==> config.mk <==
export PLATFORM = sky130hd
export DESIGN_NAME = decode_stage
export DESIGN_NICKNAME = d
export VERILOG_FILES = /design/src/rtl/decode_stage.sv
export SDC_FILE = /design/constraint.sdc
export NUM_CORES = 1
export LEC_CHECK = 0
export ABC_AREA = 1
export BUFFER_PORTS_ARGS = -buffer_cell sky130_fd_sc_hd__buf_2
export CAP_MARGIN = 30
export CELL_PAD_IN_SITES_DETAIL_PLACEMENT = 1
export CELL_PAD_IN_SITES_GLOBAL_PLACEMENT = 2
export CORE_MARGIN = 2
export CORE_UTILIZATION = 29
export DETAILED_ROUTE_END_ITERATION = 8
export PLACE_DENSITY = 0.84
export SETUP_SLACK_MARGIN = 0.1
export SYNTH_ARGS = -nofsm -noshare
export SYNTH_HDL_FRONTEND = slang
export SYNTH_SLANG_ARGS = --single-unit
export TNS_END_PERCENT = 20
==> constraint.sdc <==
create_clock -name clk -period 1.2 [get_ports clk]
set_input_delay 0.12 -clock clk [delete_from_list [all_inputs] [get_ports clk]]
set_output_delay 0.12 -clock clk [all_outputs]
set_load 0.03 [all_outputs]
==> src/rtl/decode_stage.sv <==
// Single-issue decode stage: splits a 16-bit instruction into fields, flags immediate
// forms and undefined opcodes, and buffers through an output register plus one skid entry.
module decode_stage (
    input  logic        clk,
    input  logic        rst_n,
    input  logic        flush,
    input  logic [15:0] in_instr,
    input  logic        in_valid,
    output logic        in_ready,
    output logic        out_valid,
    input  logic        out_ready,
    output logic [3:0]  out_opcode,
    output logic [3:0]  out_rd,
    output logic [3:0]  out_rs,
    output logic [3:0]  out_rt,
    output logic [7:0]  out_imm8,
    output logic        out_extend,
    output logic        out_uses_imm,
    output logic        out_illegal,
    output logic        halted
);

    localparam int unsigned INSTR_W = 16;

    typedef enum logic {
        RUN  = 1'b0,
        HALT = 1'b1
    } state_t;

    typedef struct packed {
        logic [INSTR_W-1:0] instr;
        logic               uses_imm;
        logic               extend;
        logic               illegal;
    } entry_t;

    // Opcode classification into immediate-use, sign-extend and illegal flags
    function automatic entry_t decode(input logic [INSTR_W-1:0] instr);
        entry_t e;
        e.instr    = instr;
        e.uses_imm = 1'b0;
        e.extend   = 1'b0;
        e.illegal  = 1'b0;
        case (instr[15:12])
            4'h0, 4'h1, 4'h2, 4'h3, 4'h4: ;
            4'h8, 4'hB, 4'hE: begin
                e.uses_imm = 1'b1;
                e.extend   = 1'b1;
            end
            4'h9, 4'hA, 4'hC, 4'hD: e.uses_imm = 1'b1;
            default: e.illegal = 1'b1;
        endcase
        return e;
    endfunction

    state_t state, state_nx;
    entry_t out_q, out_q_nx, skid_q, skid_q_nx;
    logic   out_v, out_v_nx, skid_v, skid_v_nx, in_ready_nx;
    logic   accept, drain;
    entry_t dec;

    assign dec    = decode(in_instr);
    assign accept = in_valid && in_ready && !flush;
    assign drain  = out_v && out_ready;

    // State register and all datapath registers
    always_ff @(posedge clk or negedge rst_n) begin
        if (!rst_n) begin
            state    <= RUN;
            out_q    <= '0;
            out_v    <= 1'b0;
            skid_q   <= '0;
            skid_v   <= 1'b0;
            in_ready <= 1'b0;
        end else begin
            state    <= state_nx;
            out_q    <= out_q_nx;
            out_v    <= out_v_nx;
            skid_q   <= skid_q_nx;
            skid_v   <= skid_v_nx;
            in_ready <= in_ready_nx;
        end
    end

    // Next-state: flush wins, otherwise refill the output slot from skid before input
    always_comb begin
        state_nx  = state;
        out_q_nx  = out_q;
        out_v_nx  = out_v;
        skid_q_nx = skid_q;
        skid_v_nx = skid_v;

        if (flush) begin
            out_v_nx  = 1'b0;
            skid_v_nx = 1'b0;
            state_nx  = RUN;
        end else begin
            if (drain || !out_v) begin
                if (skid_v) begin
                    out_q_nx  = skid_q;
                    out_v_nx  = 1'b1;
                    skid_v_nx = 1'b0;
                end else if (accept) begin
                    out_q_nx = dec;
                    out_v_nx = 1'b1;
                end else begin
                    out_v_nx = 1'b0;
                end
            end else if (accept) begin
                skid_q_nx = dec;
                skid_v_nx = 1'b1;
            end

            if (accept && dec.illegal) begin
                state_nx = HALT;
            end
        end

        in_ready_nx = !skid_v_nx && (state_nx == RUN);
    end

    assign out_valid    = out_v;
    assign out_opcode   = out_q.instr[15:12];
    assign out_rd       = out_q.instr[11:8];
    assign out_rs       = out_q.instr[7:4];
    assign out_rt       = out_q.instr[3:0];
    assign out_imm8     = out_q.instr[7:0];
    assign out_extend   = out_q.extend;
    assign out_uses_imm = out_q.uses_imm;
    assign out_illegal  = out_q.illegal;
    assign halted       = (state == HALT);

endmodule

==> key figures, run 1 <==
Status
  – Outcome: completed

Routing
  – WL final: roughly 4.8 mm
  – Routed Antenna Nets: 0
  – Vias: about 1700
  – Vias per std cell: between 4 and 5
  – Avg WL per Cell: between 10 and 15 µm
  – First drt pass iteration count: 4
  – Initial drt markers: 66
  – Drt drc: 0

Global route
  – Global-route wire length before repair: 8.18 mm
  – Vias in the first global route: 1768
  – All-Layer GR Usage: 14.1%
  – Initial antenna violation count: 0
  – Grt ovf: 0
  – Largest net degree at the start of global routing: 43

Synth
  – Synthesized Nets: 265
  – Seq/Total Area, Yosys: a little over half
  – Post-synthesis cell area: about 0.002 mm²
  – Yosys Warn Count: 0
  – Netlist cell types: 17
  – Yosys reg bits: 42
  – Synth Instances: 244
  – Synth Area per Inst: a little over 8 µm²

Clock network
  – Clock-pin slew on the worst setup and hold paths: 80 ps
  – H-tree depth: 2
  – CTS root buf: clkbuf_8
  – Clock Path Buffers: 2
  – Clock latency at the later pin of the worst-skew pair: 300 ps
  – TritonCTS clock tree: yes
  – Clk sinks: between 40 and 50
  – CTS buffer count: 5

Placed design
  – Setup WS pre-CTS: 59.3 ps
  – HPWL after DPL: between 3 and 4 mm
  – Routability-driven placement congestion ratio: about 0.82
  – PortBufs: 50

Finish
  – Area grow syn2layout: 24.7%
  – Share of cells above drive strength 1: a little over a quarter
  – # diodes: 0
  – Nets@finish: roughly 320
  – Commonest non-fill, non-tap cell in the layout: nand2_1
  – Most frequent cells in the layout: 112 x nand2_1, 50 x buf_2, 40 x dfrtp_1
  – Post-layout util: a little under two fifths
  – FILL cells: just over 800

Floorplan
  – Core outline area: between 0.006 and 0.007 mm²
  – Ports: 51
  – Die W: between 80 and 90 µm
  – Initial core utilization: ~30%
  – Die ar.: around 0.0074 mm²
  – Chip Height: about 86 µm
  – Placement Rows: 29

Critical path
  – Slowest cell on crit path: dfrtp_2
  – CP max stage delay: roughly 400 ps
  – Worst endpoint data arrival time: approximately 1300 ps
  – Critical path class: flip-flop to flip-flop
  – Critical path startpoint category: flip-flop
  – CP startpoint: in_ready$_DFF_PN0_
  – Critical R2R Launch: in_ready$_DFF_PN0_
  – Crit-path max FO: 10
  – Worst setup EP type: flip-flop
  – Critical path cell sequence: nand2_4, nor2_4, nand2_4, clkbuf_16, nand2_1, nand2_1
  – CP required: roughly 1400 ps

STA
  – Final Cycle Share: between 90% and 100%
  – RSZ-0062 raised after global routing: yes
  – Final setup fails: 0
  – Worst slew pin tran: around 240 ps
  – Crit path time final: 1080 ps
  – Final hold viol count: 0
  – Achievable frequency: between 0.9 and 1 GHz
  – Pins Over Slew Limit: 0
  – Rel. slew slack: a little over four fifths
  – TNS Setup: 0 ps
  – Clock Skew: 6.99 ps
  – Setup slack after layout: about 120 ps

Pwr
  – P_leak: roughly 1.4 nW
  – Combinational power share: ~29%
  – PwrDens: roughly 1700 mW/mm²
  – Total power: between 4 and 5 mW
  – Internal: between 2 and 3 mW
  – Switching portion of total power: 36.6%
  – Sw power: 1.49 mW
  – Clock share of power: about a quarter
  – VDD IR-drop max: 431 µV
  – Seq pwr share: 47.3%

Min path
  – Hold crit path type: input port to flip-flop
  – Min-delay src: in_instr[1]

Job
  – Max-cap viol count: 0
==> what timing repair did <==
action / 4_1_cts / 5_1_grt
endpoints found under the hold margin: 42 / 0
hold buffers: 1 / 0
setup buffers: 1 / 2
resized for setup: 2 / 2
cloned: 0 / 1
pin swaps: 0 / 2
endpoints found under the setup margin: 19 / 36
==> worst max-delay path: cells and delay by family, from the launching register on <==
kind | cells | cell delay [ps]
buf+inv | 1 | 190
flops | 1 | 390
simple gates | 5 | 410
==> power groups by stage <==
stage / Combinational, mW / Sequential [mW] / Clock [mW]
2_1_floorplan: 0.586 / 2.20 / 0
3_3_place_gp: 1.13 / 1.94 / 0
3_5_place_dp: 1.16 / 1.95 / 0
4_1_cts: 1.17 / 1.93 / 1.02
5_1_grt: 1.29 / 1.97 / 1.07
6_report: 1.16 / 1.92 / 0.978
==> worst paths after layout <==
check | cells after the start | slack, ps | to
max | 6 | 120 | skid_q[1]$_DFFE_PN0P_
min | 3 | 70 | skid_q[4]$_DFFE_PN0P_
max reg2reg | 6 | 120 | skid_q[1]$_DFFE_PN0P_
min reg2reg | 2 | 480 | out_rd[2]$_DFFE_PN0P_
max in group asynchronous | 3 | 640 | in_ready$_DFF_PN0_
min in group asynchronous | 3 | 320 | out_imm8[4]$_DFFE_PN0P_
==> routing by layer <==
metal	GRT usage [%]	wire, µm	share of wire (%)
met4	4.69	68	1.4
met1	17.3	2230	47
met3	3.52	203	4.3
met2	24.2	2270	47
met5	0	0	0
==> Yosys cell counts (all sizes together) <==
cell type | instances | area, µm²
inv | 23 | 91.3
buf | 18 | 125
dfrtp | 42 | 1050
nand2 | 116 | 455
a21oi | 1 | 5.00
nand3 | 3 | 27.5
o21ai | 33 | 165
nor2 | 6 | 30.0
nand4 | 2 | 12.5
==> cells by family (layout without fill, tap and decap cells) <==
logic type / after synthesis / in the layout / share of synthesized area [%]
AND/OR/NAND/NOR: 127 / 127 / 26.8
buffers and inverters: 41 / 93 / 11.0
flip-flops: 42 / 42 / 53.5
AO/OA/AOI/OAI: 34 / 34 / 8.67
==> layout make-up <==
type / count / area (µm²) / area share, %
multi-input combinational: 161 / 701 / 28.6
clock buffer: 6 / 82.6 / 3.37
timing repair buffer: 62 / 409 / 16.7
tap: 77 / 96.3 / 3.93
sequential: 42 / 1050 / 43.0
inverter: 23 / 93.8 / 3.83
clock inverter: 2 / 12.5 / 0.511
==> through the flow <==
step | std cells | instance area [µm²] | hold slack [ps]
floorplan | 244 | 1990 | -176
global placement | 360 | 2280 | 118
detailed placement | 360 | 2280 | 116
CTS | 370 | 2400 | 58.8
global route | 373 | 2450 | 72.1
finish | 373 | 2450 | 70.9
==> registers in the layout, summed over array words and instances (netlist names), 4 cells and up <==
signal,cells
out_opcode,4
out_rd,4
out_imm8,8
skid_q,19
Note: power is estimated with default switching activity, not from simulation.
==> inputs of run 2 (changes only) <==
--- a/config.mk
+++ b/config.mk
@@ -11,9 +11,9 @@
 export CELL_PAD_IN_SITES_DETAIL_PLACEMENT = 1
 export CELL_PAD_IN_SITES_GLOBAL_PLACEMENT = 2
 export CORE_MARGIN = 2
-export CORE_UTILIZATION = 29
+export CORE_UTILIZATION = 27
 export DETAILED_ROUTE_END_ITERATION = 8
-export PLACE_DENSITY = 0.84
+export PLACE_DENSITY = 0.82
 export SETUP_SLACK_MARGIN = 0.1
 export SYNTH_ARGS = -nofsm -noshare
 export SYNTH_HDL_FRONTEND = slang
==> constraint.sdc (replaced) <==
create_clock -name clk -period 0.9 [get_ports clk]
set_input_delay 0.09 -clock clk [delete_from_list [all_inputs] [get_ports clk]]
set_output_delay 0.09 -clock clk [all_outputs]
set_load 0.03 [all_outputs]
==> run 2 against run 1 <==
Effect of this change: the flow now finishes with violations (setup timing); global-route usage is 0.26 points lower; cell area grew 12%; hold slack got worse by 38 ps; utilization increased by 0.38 points; sequential cell count stayed put; routed wire length is 7.0% higher; clock power rose by 58%; clock skew rose by 2.9 ps; sequential power increased by 36%; first-iteration DRC count decreased by 1.5%; critical path type unchanged; critical endpoint is now out_imm8[7]$_DFFE_PN0P_; largest power group unchanged.
==> key figures, run 2 (synthesis gave the netlist of run 1 again) <==
Status
  – Outcome: finished with violations
  – Failing checks: setup timing

Finish
  – Area grow syn2layout: 39.2%
  – Max reg flops: 19 (unchanged)
  – Most frequent cells in the layout: 108 x nand2_1, 40 x dfrtp_1, 31 x buf_6
  – Biggest register: skid_q
  – Share of cells above drive strength 1: 29.8% (+3.1 points)
  – Final Instance Area: 0.00273 mm² (+12%)
  – Post-layout util: 38.3% (+0.38 points)
  – # diodes: 0 (unchanged)
  – Nets@finish: 323 (+2.2%)
  – Commonest non-fill, non-tap cell in the layout: nand2_1

Global route
  – Vias in the first global route: 1763 (-0.28%)
  – Largest net degree at the start of global routing: 25 (-42%)
  – Global-route wire length before repair: 8.44 mm (+3.2%)
  – All-Layer GR Usage: 13.8% (-0.26 points)
  – Grt ovf: 0 (unchanged)
  – Initial antenna violation count: 0 (unchanged)

Routing
  – Avg WL per Cell: 12.7 µm (-0.52%)
  – Drt drc: 0 (unchanged)
  – Routed Antenna Nets: 0 (unchanged)
  – First drt pass iteration count: 4 (unchanged)
  – Initial drt markers: 65 (-1.5%)
  – Vias per std cell: 4.28 (-4.7%)
  – WL final: 5.11 mm (+7.0%)
  – Vias: 1717 (+2.5%)

Floorplan
  – Initial core utilization: 27.5% (-2.9 points)
  – Placement Rows: 31 (+6.9%)
  – Ports: 51 (unchanged)
  – Core outline area: 0.00714 mm² (+10%)
  – Die ar.: 0.00797 mm² (+7.1%)
  – Die W: 89.3 µm (+3.5%)
  – Chip Height: 89.3 µm (+3.5%)

STA
  – Crit path time final: 1080 ps (-1.95 ps)
  – Achievable frequency: 0.924 GHz (+0.18%)
  – Setup slack after layout: -182 ps (-298 ps)
  – Final setup fails: 71 (+71)
  – Rel. slew slack: 80.3% (-3.7 points)
  – Clock Skew: 9.86 ps (+2.87 ps)
  – TNS Setup: -8320 ps (-8320 ps)
  – Pins Over Slew Limit: 0 (unchanged)
  – Final Cycle Share: 120% (+30 points)
  – Final hold viol count: 0 (unchanged)
  – RSZ-0062 raised after global routing: yes
  – Worst slew pin tran: 296 ps (+56.1 ps)

Clock network
  – CTS root buf: clkbuf_8
  – CTS buffer count: 5 (unchanged)
  – Clock latency at the later pin of the worst-skew pair: 300 ps (about the same)
  – H-tree depth: 2 (unchanged)
  – Clock Path Buffers: 2 (unchanged)
  – Clk sinks: 42 (unchanged)
  – Clock-pin slew on the worst setup and hold paths: 80 ps (about the same)
  – TritonCTS clock tree: yes

Min path
  – Hold crit path type: input port to flip-flop

Placed design
  – PortBufs: 50 (unchanged)
  – Placed inst area: 0.00238 mm² (+4.2%)
  – HPWL after DPL: 3.62 mm (+8.1%)
  – Routability-driven placement congestion ratio: 0.801 (-2.7%)

Critical path
  – Critical path startpoint category: flip-flop
  – CP required: 1100 ps (-300 ps)
  – Critical path class: flip-flop to flip-flop
  – Worst endpoint data arrival time: 1280 ps (about the same)
  – Crit-path max FO: 7 (-3)
  – Worst setup EP type: flip-flop

Job
  – Max-cap viol count: 0 (unchanged)

Pwr
  – VDD IR-drop max: 639 µV (+48%)
  – PwrDens: 2210 mW/mm² (+33%)
  – Total power: 6.05 mW (+49%)
  – P_leak: 1.47 nW (+6.4%)
run 2: changes by cell type in the layout (fill, tap and decap cells not counted), sizes merged:
cell	before	now
buf	60	67
bufinv	0	1
clkinv	1	0
clkinvlp	1	0
run 2: timing repair:
action,CTS,global route
gates cloned,0,1
hold endpoints to repair,42,0
endpoints found under the setup margin,72,72
hold buffers,1,0
resized for setup,58,6
buffers inserted,1,0
pin swaps,1,3
run 2: worst max-delay path: stages (launching register included):
cell and delay [ps]:
dfrtp_1 420, inv_4 50, nand2_4 70, nand3_4 140
buf_6 180, nand2_1 60, nand2_1 50
run 2: worst paths after layout:
| check | start | to | slack [ps] | cells past startpoint |
|---|---|---|---|---|
| min in group asynchronous | rst_n | out_imm8[4]$_DFFE_PN0P_ | 210 | 2 |
| worst max register to register | skid_v$_DFF_PN0_ | out_imm8[7]$_DFFE_PN0P_ | -180 | 6 |
| worst min-delay path | in_instr[11] | skid_q[14]$_DFFE_PN0P_ | 30 | 3 |
| worst max-delay path | skid_v$_DFF_PN0_ | out_imm8[7]$_DFFE_PN0P_ | -180 | 6 |
| worst min register to register | skid_q[1]$_DFFE_PN0P_ | skid_q[1]$_DFFE_PN0P_ | 490 | 2 |
| max in group asynchronous | rst_n | out_opcode[3]$_DFFE_PN0P_ | 280 | 3 |
run 2: through the flow:
stage,instances,hold slack (ps),setup WS [ps]
2_1_floorplan,244,-206,-227
3_3_place_gp,391,-9.59,-142
3_5_place_dp,391,-9.37,-183
4_1_cts,400,33.6,-191
5_1_grt,401,31.4,-262
6_report,401,33.2,-182
run 2: power by group:
part,internal [mW],switching (mW),total [mW]
clock network,0.888,0.666,1.55
registers,2.32,0.306,2.62
logic,0.798,1.07,1.87
total,4.00,2.04,6.05
run 2: cell type report:
| cell class | instances | area, µm² |
|---|---|---|
| tap | 99 | 124 |
| multi-input combinational | 161 | 714 |
| fill | 862 | 4400 |
| inverter | 23 | 93.8 |
| sequential | 42 | 1050 |
| clock buffer | 6 | 82.6 |
| clock inverter | 1 | 30.0 |
| timing repair buffer | 69 | 634 |
run 2: metal layers:
metal	up-vias	share of wire [%]	global-route usage (%)	routed length (µm)
li1	857	-	-	-
met1	823	47	18.1	2400
met2	32	48	22.8	2430
met3	5	4.1	2.95	209
met4	0	1.4	4.48	74
met5	-	0	0	0
==> inputs of run 3 (changes only) <==
--- a/config.mk
+++ b/config.mk
@@ -5,15 +5,14 @@
 export SDC_FILE = /design/constraint.sdc
 export NUM_CORES = 1
 export LEC_CHECK = 0
-export ABC_AREA = 1
 export BUFFER_PORTS_ARGS = -buffer_cell sky130_fd_sc_hd__buf_2
 export CAP_MARGIN = 30
 export CELL_PAD_IN_SITES_DETAIL_PLACEMENT = 1
 export CELL_PAD_IN_SITES_GLOBAL_PLACEMENT = 2
 export CORE_MARGIN = 2
-export CORE_UTILIZATION = 27
+export CORE_UTILIZATION = 29
 export DETAILED_ROUTE_END_ITERATION = 8
-export PLACE_DENSITY = 0.82
+export PLACE_DENSITY_LB_ADDON = 0.1
 export SETUP_SLACK_MARGIN = 0.1
 export SYNTH_ARGS = -nofsm -noshare
 export SYNTH_HDL_FRONTEND = slang
==> run 3 against run 2 <==
Effect of this change: cell area decreased by 2.6%; sequential share of layout area increased by 1.0 points; synthesized area decreased by 0.45%; count of clock-buffer cells in the layout increased by 1; first-iteration DRC count decreased by 51%; sequential power about the same; clock power decreased by 20%; total power decreased by 5.1%; the run still ends with setup timing left; critical endpoint is now out_illegal$_DFFE_PN0P_; synthesized cell count decreased by 21%; via count decreased by 9.8%; clock skew decreased by 2.8 ps; combinational power about the same.
==> key figures, run 3 <==
STA
  – Setup slack after layout: -373 ps (-191 ps)
  – Final setup fails: 72 (+1.4%)
  – Achievable frequency: 0.786 GHz (-15%)
  – Clock Skew: 7.05 ps (-2.81 ps)
  – Crit path time final: 1270 ps (+191 ps)
  – Final Cycle Share: 141% (+21 points)
  – Worst slew pin tran: 288 ps (-8.21 ps)
  – Final hold viol count: 0 (unchanged)
  – Pins Over Slew Limit: 0 (unchanged)
  – Rel. slew slack: 80.6% (+0.34 points)
  – RSZ-0062 raised after global routing: yes
  – Worst Hold Margin: 6.82 ps (-26.4 ps)

Finish
  – Area of the multi-input gates: 812 µm² (+14%)
  – Area grow syn2layout: 36.2%
  – Most frequent cells in the layout: 55 x nand2_1, 40 x dfrtp_1, 30 x buf_6
  – Register area: 0.00105 mm² (unchanged)
  – Non-filler cells, final: 328 (-18%)
  – Share of cells above drive strength 1: 39.8% (+10 points)
  – # diodes: 0 (unchanged)
  – Biggest register: skid_q
  – Nets@finish: 271 (-16%)
  – Commonest non-fill, non-tap cell in the layout: nand2_1
  – Post-layout util: 41.4% (+3.1 points)
  – Max reg flops: 19 (unchanged)
  – FILL cells: 733 (-15%)

Pwr
  – P_leak: 1.22 nW (-17%)
  – PwrDens: 2160 mW/mm² (-2.5%)
  – Total power: 5.74 mW (-5.1%)
  – VDD IR-drop max: 729 µV (+14%)

Floorplan
  – Die ar.: 0.00741 mm² (-7.0%)
  – Ports: 51 (unchanged)
  – Chip Height: 86.1 µm (-3.6%)
  – Die W: 86.1 µm (-3.6%)
  – Core outline area: 0.00642 mm² (-10%)
  – Placement Rows: 29 (-6.5%)
  – Initial core utilization: 30.4% (+2.9 points)

Status
  – Outcome: finished with violations
  – Failing checks: setup timing

Clock network
  – CTS root buf: clkbuf_8
  – Clk sinks: 42 (unchanged)
  – H-tree depth: 2 (unchanged)
  – Clock Path Buffers: 2 (unchanged)
  – TritonCTS clock tree: yes
  – Clock latency at the later pin of the worst-skew pair: 290 ps (about the same)
  – Clock-pin slew on the worst setup and hold paths: 80 ps (about the same)
  – CTS buffer count: 5 (unchanged)

Synth
  – Seq/Total Area, Yosys: 53.8% (+0.24 points)
  – Count leader, synth: nand2_1
  – Post-synth EDFFs: 0 (unchanged)
  – Adder-cell share of the synthesized area: 0% (unchanged)
  – Post-synth ARST share: 100% (unchanged)
  – Synthesized Nets: 213 (-20%)
  – Main combinational cell family by area after synthesis: simple AND/OR/NAND/NOR gates
  – Post-synthesis cell area: 0.00195 mm² (-0.45%)
  – Post-synth top area cell: dfrtp_1
  – Top-area cell type share of the netlist area: 53.8% (+0.24 points)
  – Yosys reg bits: 42 (unchanged)
  – Post-synth top flop: dfrtp_1
  – Area share of and/or/nand/nor cells after synthesis: 19.6% (-7.2 points)
  – Synth Area in XOR/XNOR: 0.448% (+0.45 points)
  – Complex-gate fraction of the synthesized area: 10.8% (+2.1 points)
  – Commonest cells in the netlist: 56 x nand2_1, 42 x dfrtp_1, 18 x nor2_1
  – Yosys Warn Count: 0 (unchanged)
  – Area contributors post-synth: dfrtp_1 54%, nand2_1 11%, mux2i_1 8.2%
  – Mux share of post-synthesis cell area: 8.19% (+8.2 points)
  – Synth Area per Inst: 10.2 µm² (+27%)
  – Synth Instances: 192 (-21%)
  – Netlist cell types: 27 (+10)

Critical path
  – Worst Reg2Reg Path Length in Cells: 5 (-1)
  – Worst endpoint data arrival time: 1450 ps (+170 ps)
  – Critical R2R Launch: in_ready$_DFF_PN0_
  – CP required: 1080 ps (-20 ps)
  – Critical path class: flip-flop to flip-flop
  – Crit-path max FO: 22 (+15)
  – Crit path depth: 5 (-1)
  – CP bufs+invs: 1 (-1)
  – Worst r2r dst: out_illegal$_DFFE_PN0P_
  – Worst setup EP type: flip-flop
  – CP startpoint: in_ready$_DFF_PN0_
  – Flop2flop setup slack: -370 ps (-190 ps)
  – Worst Setup EP: out_illegal$_DFFE_PN0P_
  – CP max stage delay: 420 ps (about the same)
  – Critical path cell sequence: a21oi_4, nor3b_4, buf_12, o211ai_1, o21a_1
  – Delay-heaviest family, CP: flip-flops
  – Critical path startpoint category: flip-flop
  – Slowest cell on crit path: dfrtp_2

Routing
  – Avg WL per Cell: 14.6 µm (+14%)
  – WL final: 4.77 mm (-6.5%)
  – Drt drc: 0 (unchanged)
  – First drt pass iteration count: 4 (unchanged)
  – Vias: 1548 (-9.8%)
  – Initial drt markers: 32 (-51%)
  – Routed Antenna Nets: 0 (unchanged)
  – Vias per std cell: 4.72 (+10%)

Placed design
  – Placed insts: 317 (-19%)
  – Routability-driven placement congestion ratio: 0.686 (-14%)
  – PortBufs: 50 (unchanged)
  – HPWL after DPL: 3.34 mm (-7.8%)

Global route
  – Vias in the first global route: 1740 (-1.3%)
  – Grt ovf: 0 (unchanged)
  – Global-route wire length before repair: 8.20 mm (-2.8%)
  – Largest net degree at the start of global routing: 33 (+32%)
  – All-Layer GR Usage: 14.0% (+0.21 points)
  – Initial antenna violation count: 0 (unchanged)

Min path
  – Hold crit path type: input port to flip-flop

Job
  – Max-cap viol count: 0 (unchanged)
[run 3: changes by cell type in the layout (fill, tap and decap cells not counted), sizes merged, moves of 3 or more]
cell	delta
inv	-23
nand2	-59
o21ai	-30
nand2b	+3
nor2	+12
a21oi	+17
mux2i	+16
o211ai	+3
[run 3: where the power goes]
part / switching (mW) / leakage [nW] / internal, mW
logic: 1.07 / 0.670 / 0.834
clock network: 0.623 / 0.0482 / 0.619
registers: 0.300 / 0.502 / 2.29
total: 1.99 / 1.22 / 3.75
[run 3: per-stage QoR]
| stage | setup TNS (ps) | worst slack [ps] | instance area [µm²] |
|---|---|---|---|
| 5_1_grt | -18530 | -475 | 2660 |
| 4_1_cts | -14680 | -386 | 2620 |
| 6_report | -13950 | -373 | 2660 |
| 2_1_floorplan | -14860 | -412 | 1960 |
| 3_3_place_gp | -11840 | -346 | 2320 |
| 3_5_place_dp | -13560 | -401 | 2320 |
[run 3: routing by layer]
layer / GRT usage, % / wire length (µm)
met5: 0 / 0
met4: 3.90 / 63
met3: 2.69 / 186
met2: 25.6 / 2490
met1: 16.6 / 2030
[run 3: cells by family (layout without fill, tap and decap cells)]
group / after synthesis / count (layout)
and+or+nand+nor: 87 / 87
xor gates and xnor gates: 1 / 1
AOI/OAI and AO/OA: 28 / 28
buffers and inverters: 18 / 77
muxes: 16 / 16
DFF: 42 / 42
[run 3: area by class of cell]
class	instances	share of cell area [%]
sequential	42	39.6
multi-input combinational	132	30.5
timing repair buffer	69	22.8
tap	77	3.62
clock buffer	7	3.24
clock inverter	1	0.188
[run 3: worst reg2reg max path, delay by kind of cell, from the launching register on]
family,cells,cell delay [ps]
simple gates,1,240
buf+inv,1,200
compound gates,3,310
flops,1,420
[run 3: repair_timing]
action,CTS,global route
hold endpoints to repair,10,0
gates cloned,1,0
endpoints found under the setup margin,72,72
setup buffers,1,0
gates resized for setup,56,10
hold buffers,1,0
pin swaps,3,1
[run 3: how the worst min path moves through the flow]
stage	startpoint	endpoint	slack (ps)	cells past startpoint
floorplan	rst_n	halted$_DFF_PN0_	-210	0
global placement	rst_n	out_imm8[0]$_DFFE_PN0P_	-20	1
detailed placement	rst_n	out_imm8[0]$_DFFE_PN0P_	-4	1
CTS	in_instr[6]	skid_q[9]$_DFFE_PN0P_	1	3
global route	in_instr[10]	skid_q[13]$_DFFE_PN0P_	10	3
finish	in_instr[6]	skid_q[9]$_DFFE_PN0P_	7	3
